**src/rtl/proc_cmd_sequencer_pkg.sv**
```systemverilog
`default_nettype none
// ============================================================================
// Module   : proc_cmd_sequencer_pkg
// Brief    : Shared types and field constants for the command sequencer.
// Revision : 1.0 - initial release
// ============================================================================
package proc_cmd_sequencer_pkg;

    typedef enum logic [1:0] {
        ST_IDLE    = 2'd0,
        ST_ISSUE   = 2'd1,
        ST_WAIT    = 2'd2,
        ST_RELEASE = 2'd3
    } seq_state_e;

    typedef struct packed {
        logic       write;
        logic [1:0] sel;
        logic [7:0] addr;
        logic [7:0] wdata;
    } cmd_t;

    localparam int c_CMD_W = $bits(cmd_t);
    localparam int c_RSP_W = 9;

    // addr[7:6] selects the I2C device, addr[5:0] the memory location inside it
    localparam int c_DEV_ADDR_MSB = 7;
    localparam int c_DEV_ADDR_LSB = 6;
    localparam int c_MEM_ADDR_MSB = 5;
    localparam int c_MEM_ADDR_LSB = 0;

endpackage
`default_nettype wire

```
**src/rtl/sync_fifo.sv**
```systemverilog
`default_nettype none
// ============================================================================
// Module   : sync_fifo
// Brief    : Single-clock FIFO; a push while full is refused even on a pop.
// Revision : 1.0 - initial release
// ============================================================================
module sync_fifo #(
    parameter int WIDTH = 8,
    parameter int DEPTH = 4
) (
    input  logic                           clk,
    input  logic                           reset_n,
    input  logic                           push,
    input  logic                           pop,
    input  logic [WIDTH-1:0]               wdata,
    output logic [WIDTH-1:0]               rdata,
    output logic                           full,
    output logic                           empty,
    output logic [$clog2(DEPTH+1)-1:0]     count
);
    localparam int c_AW = $clog2(DEPTH);
    localparam int c_CW = $clog2(DEPTH + 1);

    logic [WIDTH-1:0] r_mem [DEPTH];
    logic [c_AW-1:0]  r_wr_ptr;
    logic [c_AW-1:0]  r_rd_ptr;
    logic [c_CW-1:0]  r_count;
    logic             w_push;
    logic             w_pop;

    assign full   = (r_count == c_CW'(DEPTH));
    assign empty  = (r_count == '0);
    assign count  = r_count;
    assign rdata  = r_mem[r_rd_ptr];
    assign w_push = push && !full;
    assign w_pop  = pop && !empty;

    // DEPTH is a power of two, so pointers wrap by natural overflow
    always_ff @(posedge clk) begin
        if (!reset_n) begin
            r_wr_ptr <= '0;
            r_rd_ptr <= '0;
            r_count  <= '0;
        end else begin
            if (w_push) begin
                r_wr_ptr <= r_wr_ptr + 1'b1;
            end
            if (w_pop) begin
                r_rd_ptr <= r_rd_ptr + 1'b1;
            end
            case ({w_push, w_pop})
                2'b10:   r_count <= r_count + 1'b1;
                2'b01:   r_count <= r_count - 1'b1;
                default: r_count <= r_count;
            endcase
        end
    end

    always_ff @(posedge clk) begin
        if (w_push) begin
            r_mem[r_wr_ptr] <= wdata;
        end
    end

endmodule
`default_nettype wire

```
**src/rtl/proc_cmd_sequencer.sv**
```systemverilog
`default_nettype none
// ============================================================================
// Module   : proc_cmd_sequencer
// Brief    : Queues bus commands, issues them one at a time to the APB master
//            and returns read data (or a timeout marker) through a response queue.
// Revision : 1.0 - initial release
// ============================================================================
module proc_cmd_sequencer
    import proc_cmd_sequencer_pkg::*;
#(
    parameter int CMD_DEPTH = 4,
    parameter int RSP_DEPTH = 4,
    parameter int TIMEOUT   = 255
) (
    input  logic       clk,
    input  logic       reset_n,
    input  logic       cmd_valid,
    output logic       cmd_ready,
    input  logic       cmd_write,
    input  logic [1:0] cmd_sel,
    input  logic [7:0] cmd_addr,
    input  logic [7:0] cmd_wdata,
    output logic       rsp_valid,
    input  logic       rsp_ready,
    output logic [7:0] rsp_data,
    output logic       rsp_err,
    output logic       pb_write,
    output logic       pb_start,
    output logic [1:0] pb_sel,
    output logic [7:0] pb_addr,
    output logic [7:0] pb_wdata,
    input  logic       pb_done,
    input  logic [7:0] pb_rdata,
    output logic       busy,
    output logic       err_timeout,
    input  logic       err_clr
);
    localparam logic [1:0] c_IDLE    = ST_IDLE;
    localparam logic [1:0] c_ISSUE   = ST_ISSUE;
    localparam logic [1:0] c_WAIT    = ST_WAIT;
    localparam logic [1:0] c_RELEASE = ST_RELEASE;
    localparam int         c_CMD_CW  = $clog2(CMD_DEPTH + 1);
    localparam int         c_RSP_CW  = $clog2(RSP_DEPTH + 1);

    logic [1:0]          r_state;
    logic [7:0]          r_wait_cnt;
    logic [7:0]          r_rdata;
    logic                r_fail;
    logic                r_err_timeout;
    logic                r_pb_write;
    logic                r_pb_start;
    logic [1:0]          r_pb_sel;
    logic [7:0]          r_pb_addr;
    logic [7:0]          r_pb_wdata;

    cmd_t                w_cmd_in;
    cmd_t                w_cmd_head;
    logic [c_CMD_W-1:0]  w_cmd_rdata;
    logic                w_cmd_full;
    logic                w_cmd_empty;
    logic                w_cmd_pop;
    logic [c_CMD_CW-1:0] w_cmd_count;
    logic [c_RSP_W-1:0]  w_rsp_wdata;
    logic [c_RSP_W-1:0]  w_rsp_rdata;
    logic                w_rsp_push;
    logic                w_rsp_full;
    logic                w_rsp_empty;
    logic [c_RSP_CW-1:0] w_rsp_count;
    logic [7:0]          w_cnt_next;
    logic                w_timeout;
    logic                w_can_issue;

    assign w_cmd_in   = '{write: cmd_write, sel: cmd_sel, addr: cmd_addr, wdata: cmd_wdata};
    assign w_cmd_head = cmd_t'(w_cmd_rdata);
    assign w_cmd_pop  = (r_state == c_ISSUE);

    sync_fifo #(
        .WIDTH (c_CMD_W),
        .DEPTH (CMD_DEPTH)
    ) u_cmd_fifo (
        .clk     (clk),
        .reset_n (reset_n),
        .push    (cmd_valid),
        .pop     (w_cmd_pop),
        .wdata   (w_cmd_in),
        .rdata   (w_cmd_rdata),
        .full    (w_cmd_full),
        .empty   (w_cmd_empty),
        .count   (w_cmd_count)
    );

    // A read never enters the bus unless its response is guaranteed a slot
    assign w_can_issue = !w_cmd_empty && (w_cmd_head.write || !w_rsp_full);
    assign w_cnt_next  = r_wait_cnt + 8'd1;
    assign w_timeout   = (r_state == c_WAIT) && !pb_done && (w_cnt_next == 8'(TIMEOUT));

    assign w_rsp_push  = (r_state == c_RELEASE) && !r_pb_write;
    assign w_rsp_wdata = {(r_fail ? 8'hFF : r_rdata), r_fail};

    sync_fifo #(
        .WIDTH (c_RSP_W),
        .DEPTH (RSP_DEPTH)
    ) u_rsp_fifo (
        .clk     (clk),
        .reset_n (reset_n),
        .push    (w_rsp_push),
        .pop     (rsp_ready),
        .wdata   (w_rsp_wdata),
        .rdata   (w_rsp_rdata),
        .full    (w_rsp_full),
        .empty   (w_rsp_empty),
        .count   (w_rsp_count)
    );

    always_ff @(posedge clk) begin
        if (!reset_n) begin
            r_state       <= c_IDLE;
            r_wait_cnt    <= 8'd0;
            r_rdata       <= 8'd0;
            r_fail        <= 1'b0;
            r_err_timeout <= 1'b0;
            r_pb_write    <= 1'b0;
            r_pb_start    <= 1'b0;
            r_pb_sel      <= 2'd0;
            r_pb_addr     <= 8'd0;
            r_pb_wdata    <= 8'd0;
        end else begin
            r_pb_start <= 1'b0;
            case (r_state)
                c_IDLE: begin
                    if (w_can_issue) begin
                        r_state <= c_ISSUE;
                    end
                end
                c_ISSUE: begin
                    r_pb_start <= 1'b1;
                    r_pb_write <= w_cmd_head.write;
                    r_pb_sel   <= w_cmd_head.sel;
                    r_pb_addr  <= w_cmd_head.addr;
                    r_pb_wdata <= w_cmd_head.wdata;
                    r_wait_cnt <= 8'd0;
                    r_fail     <= 1'b0;
                    r_state    <= c_WAIT;
                end
                c_WAIT: begin
                    r_wait_cnt <= w_cnt_next;
                    // pb_done has priority so a reply on the final cycle is a success
                    if (pb_done) begin
                        if (!r_pb_write) begin
                            r_rdata <= pb_rdata;
                        end
                        r_pb_sel <= 2'd0;
                        r_state  <= c_RELEASE;
                    end else if (w_timeout) begin
                        r_fail   <= 1'b1;
                        r_pb_sel <= 2'd0;
                        r_state  <= c_RELEASE;
                    end
                end
                c_RELEASE: begin
                    r_state <= c_IDLE;
                end
                default: begin
                    r_state <= c_IDLE;
                end
            endcase

            if (w_timeout) begin
                r_err_timeout <= 1'b1;
            end else if (err_clr) begin
                r_err_timeout <= 1'b0;
            end
        end
    end

    assign cmd_ready   = !w_cmd_full;
    assign rsp_valid   = !w_rsp_empty;
    assign {rsp_data, rsp_err} = (w_rsp_count != '0) ? w_rsp_rdata : '0;
    assign busy        = (r_state != c_IDLE) || (w_cmd_count != '0);
    assign err_timeout = r_err_timeout;
    assign pb_write    = r_pb_write;
    assign pb_start    = r_pb_start;
    assign pb_sel      = r_pb_sel;
    assign pb_addr     = r_pb_addr;
    assign pb_wdata    = r_pb_wdata;

endmodule
`default_nettype wire
```
**config.mk**
```make
export PLATFORM = sky130hd
export DESIGN_NAME = proc_cmd_sequencer
export DESIGN_NICKNAME = d
export VERILOG_FILES = /design/src/rtl/proc_cmd_sequencer_pkg.sv /design/src/rtl/sync_fifo.sv /design/src/rtl/proc_cmd_sequencer.sv
export SDC_FILE = /design/constraint.sdc
export NUM_CORES = 1
export LEC_CHECK = 0
export CORE_MARGIN = 1
export CORE_UTILIZATION = 45
export CTS_BUF_LIST = sky130_fd_sc_hd__clkbuf_8
export CTS_CLUSTER_SIZE = 10
export DETAILED_ROUTE_END_ITERATION = 12
export HOLD_SLACK_MARGIN = 0.05
export PLACE_DENSITY = 0.76
export SLEW_MARGIN = 20
export SYNTH_ARGS = -nofsm -noshare
export SYNTH_HDL_FRONTEND = slang
export SYNTH_SLANG_ARGS = --single-unit
```
**constraint.sdc**
```tcl
create_clock -name clk -period 2.3 [get_ports clk]
set_input_delay 0.46 -clock clk [delete_from_list [all_inputs] [get_ports clk]]
set_output_delay 0.46 -clock clk [all_outputs]
set_load 0.05 [all_outputs]
```
==> impl_metrics.csv <==
group,metric,value,unit
grt,overflow,0,
pwr,p_sw,2.64,mW
layout,finalInstanceArea,8280,um^2
layout,multi_input_area,2290,um^2
worst_setup_path,critical_path_class,"reg2out",
worst_setup_path,path_max_fanout,5,
layout,postLayoutCoreUtil,0.547,
layout,nNetsFinal,593,
pwr,power_density,973,nW/um^2
floorplan,core-area,15100,um^2
layout,area_delta_synth_final,19.4,%
pwr,p_clk_frac,0.226,
grt,grt_usage,0.173,
synthesis,yosys.area.top_type,"edfxtp_1",
synthesis,netlist_area,6940,um^2
cts,cts.clk_slew.worst_paths,80,ps
sta,rsz0062_at_grt,"no",
status,status,"finished clean",
sta,fin_skew,11.3,ps
floorplan,initial_core_util,0.458,
route,drc_errors,0,
synthesis,async_flop_share,0,
synthesis,synth_top_area_frac,0.485,
flow_run,maxCapViolCount,0,
worst_setup_path,crit_required,1840,ps
grt,grt_first_pass_wirelength,20800,um
min_path,hp-start,"r_rdata[5]",
synthesis,synth_fp_nets,508,
pwr,p_leak,2.93,nW
sta,hold_viol,0,
placed_design,portBuffers,65,
synthesis,synth_flop_cell,"edfxtp_1",
worst_setup_path,r2r_slack,120,ps
worst_setup_path,crit_arrival,1770,ps
cts,clk_path_buf_depth,2,
synthesis,ys_warn_count,0,
route,ant_nets,0,
route,wl,12700,um
synthesis,syn-instance-count,456,
sta,drv_slew,0,
grt,grt_pass1_vias,4023,
layout,n_fill_cell,1204,
pwr,p_int,5.42,mW
sta,fmax,0.449,GHz
cts,cts-buffers-inserted,17,
floorplan,chipHeight,126,um
worst_setup_path,endpoint_kind,"primary output",
floorplan,dieWidth,126,um
sta,fin_crit_sh,0.969,
synthesis,ys_types,42,
cts,h-tree-depth,4,
cts,clock_latency,440,ps
synthesis,syn_avg_cell_area,15.2,um^2
cts,tritoncts,"yes",
worst_setup_path,r2r-start,"r_wait_cnt[0]",
synthesis,ys_seq_area_frac,0.652,
layout,register_area,4530,um^2
grt,grt_max_degree,58,
pwr,vdd.ir_drop.worst,1000,uV
route,vias,3851,
pwr,seqPwrFrac,0.466,
layout,drive_gt1_frac,0.197,
layout,diodes,0,
floorplan,rows,45,
floorplan,die_area,15900,um^2
worst_setup_path,ff2ff_path_depth,7,
route,drtIter0Drc,222,
pwr,power,8.06,mW
cts,post_cts_buffers,0,
min_path,hold_class,"reg2reg",
placed_design,post_dp_cell_area,7890,um^2
sta,slew-limit-headroom,0.654,
route,drtPass1Iterations,4,
synthesis,yosys-top-cells-area,"edfxtp_1 (48%), dfxtp_1 (17%), mux4_2 (9.1%)",
worst_setup_path,regToRegEndpoint,"r_state[1]",
min_path,hold_path_depth,2,
cts,cts.sinks,170,
placed_design,detailed_place_hpwl,8300,um
worst_setup_path,worst_setup_path_start_kind,"flop",
sta,tightest_slew,518,ps
synthesis,synth-seq-cells,170,
pwr,p_comb_frac,0.307,
route,wl_per_cell,17.2,um
floorplan,io_pins,66,
sta,setup_viol,0,
cts,cts_root_buffer,"clkbuf_8",
sta,min_period,2230,ps
placed_design,place_congestion,0.719,
grt,antenna_found_initial,0,
min_path,min_to,"r_rdata[5]",
pwr,swShare,0.327,
route,vias_per_cell,5.19,
synthesis,synth_edf_count,112,
-- flip-flops by register name, indices dropped and copies added, names as in the netlist, 2 cells and up, named ones only --
name / count
r_rdata: 8
u_cmd_fifo.r_rd_ptr: 2
r_wait_cnt: 8
u_cmd_fifo.count: 3
u_rsp_fifo.r_wr_ptr: 2
u_cmd_fifo.r_wr_ptr: 2
pb_addr: 8
u_cmd_fifo.r_mem: 76
r_state: 2
u_rsp_fifo.r_mem: 36
pb_wdata: 8
u_rsp_fifo.r_rd_ptr: 2
u_rsp_fifo.count: 3
pb_sel: 2
-- worst max-delay path by stage --
stage                               end  slack (ps)  cells after the start
floorplan           u_cmd_fifo.count[2]         120                     10
global placement    u_rsp_fifo.count[2]         -50                      8
detailed placement  u_rsp_fifo.count[2]        -110                      8
CTS                         rsp_data[6]           7                      4
global route                rsp_data[5]         0.1                      4
finish                      rsp_data[0]          70                      4
-- critical path, stage by stage, from the launching register on --
cell     delay (ps)
dfxtp_2         360
buf_6           140
mux4_2          490
and2_1          190
buf_6           150
-- cells in the mapped netlist (all sizes together), types with 2 or more instances --
master   number
o21ai         9
inv          19
nand3         4
nor2b        33
o2bb2ai       2
ha           17
fa            2
xor2          3
dfxtp        58
buf           5
nor3b         2
and3          6
nor2          9
or2           8
o21a          3
clkbuf       14
xnor2        10
or3           3
edfxtp      112
nor3          5
a21oi         8
o31a          2
a21boi        6
mux2i        30
and2         30
nand2        18
mux4         28
-- power by group through the flow --
stage | sequential (mW) | combinational (mW) | clock [mW]
finish | 3.76 | 2.48 | 1.83
global route | 3.79 | 2.68 | 1.99
CTS | 3.76 | 2.48 | 1.87
detailed placement | 3.82 | 2.47 | 0
global placement | 3.79 | 2.41 | 0
floorplan | 4.11 | 1.41 | 0
-- kinds of logic (layout without fill, tap and decap cells) --
kind of cell	after synthesis	after routing	synth area share
XOR/XNOR	13	13	0.0164
adder cells (fa/ha/maj)	19	19	0.0364
multiplexers	58	58	0.134
AND/OR/NAND/NOR	124	124	0.107
flip-flops	170	170	0.652
buffers and inverters	38	136	0.0209
AO/OA/AOI/OAI	34	34	0.0328
-- through the flow --
step	hold slack, ps	std cells	worst slack (ps)	setup TNS, ps
2_1_floorplan	468	456	120	0
3_3_place_gp	478	709	-50.3	-91.9
3_5_place_dp	496	709	-110	-202
4_1_cts	520	742	7.45	0
5_1_grt	546	742	0.136	0
6_report	516	742	71.4	0
-- cells in the final DEF, fill, tap and decap left out, drive strengths merged, types with 8 or more instances in the layout --
master	count
o21ai	9
edfxtp	112
a21oi	8
and2	30
dfxtp	58
nor2	9
mux4	28
mux2i	30
clkdlybuf4s50	53
clkbuf	20
inv	25
xnor2	10
buf	30
nor2b	33
or2	8
nand2	18
ha	17
-- final cells by class --
type                    count  area share
clock buffers              20      0.0332
multi-input cells         248       0.277
well taps                 188      0.0284
clock inverters            12     0.00786
inverters                  19     0.00861
repair buffers             85      0.0981
flip-flops and latches    170       0.547
-- what timing repair did --
action                     4_1_cts  5_1_grt
gates resized for setup          5       15
hold buffers                     0        0
cloned                           1        0
pin swaps                        0        1
setup endpoints to repair       11       10
-- routing by layer --
metal,global-route usage,wire length (um)
met5,0,0
met4,0.0560,181
met3,0.0535,621
met2,0.300,6450
met1,0.205,5480
Power figures use the tool's default switching activity.
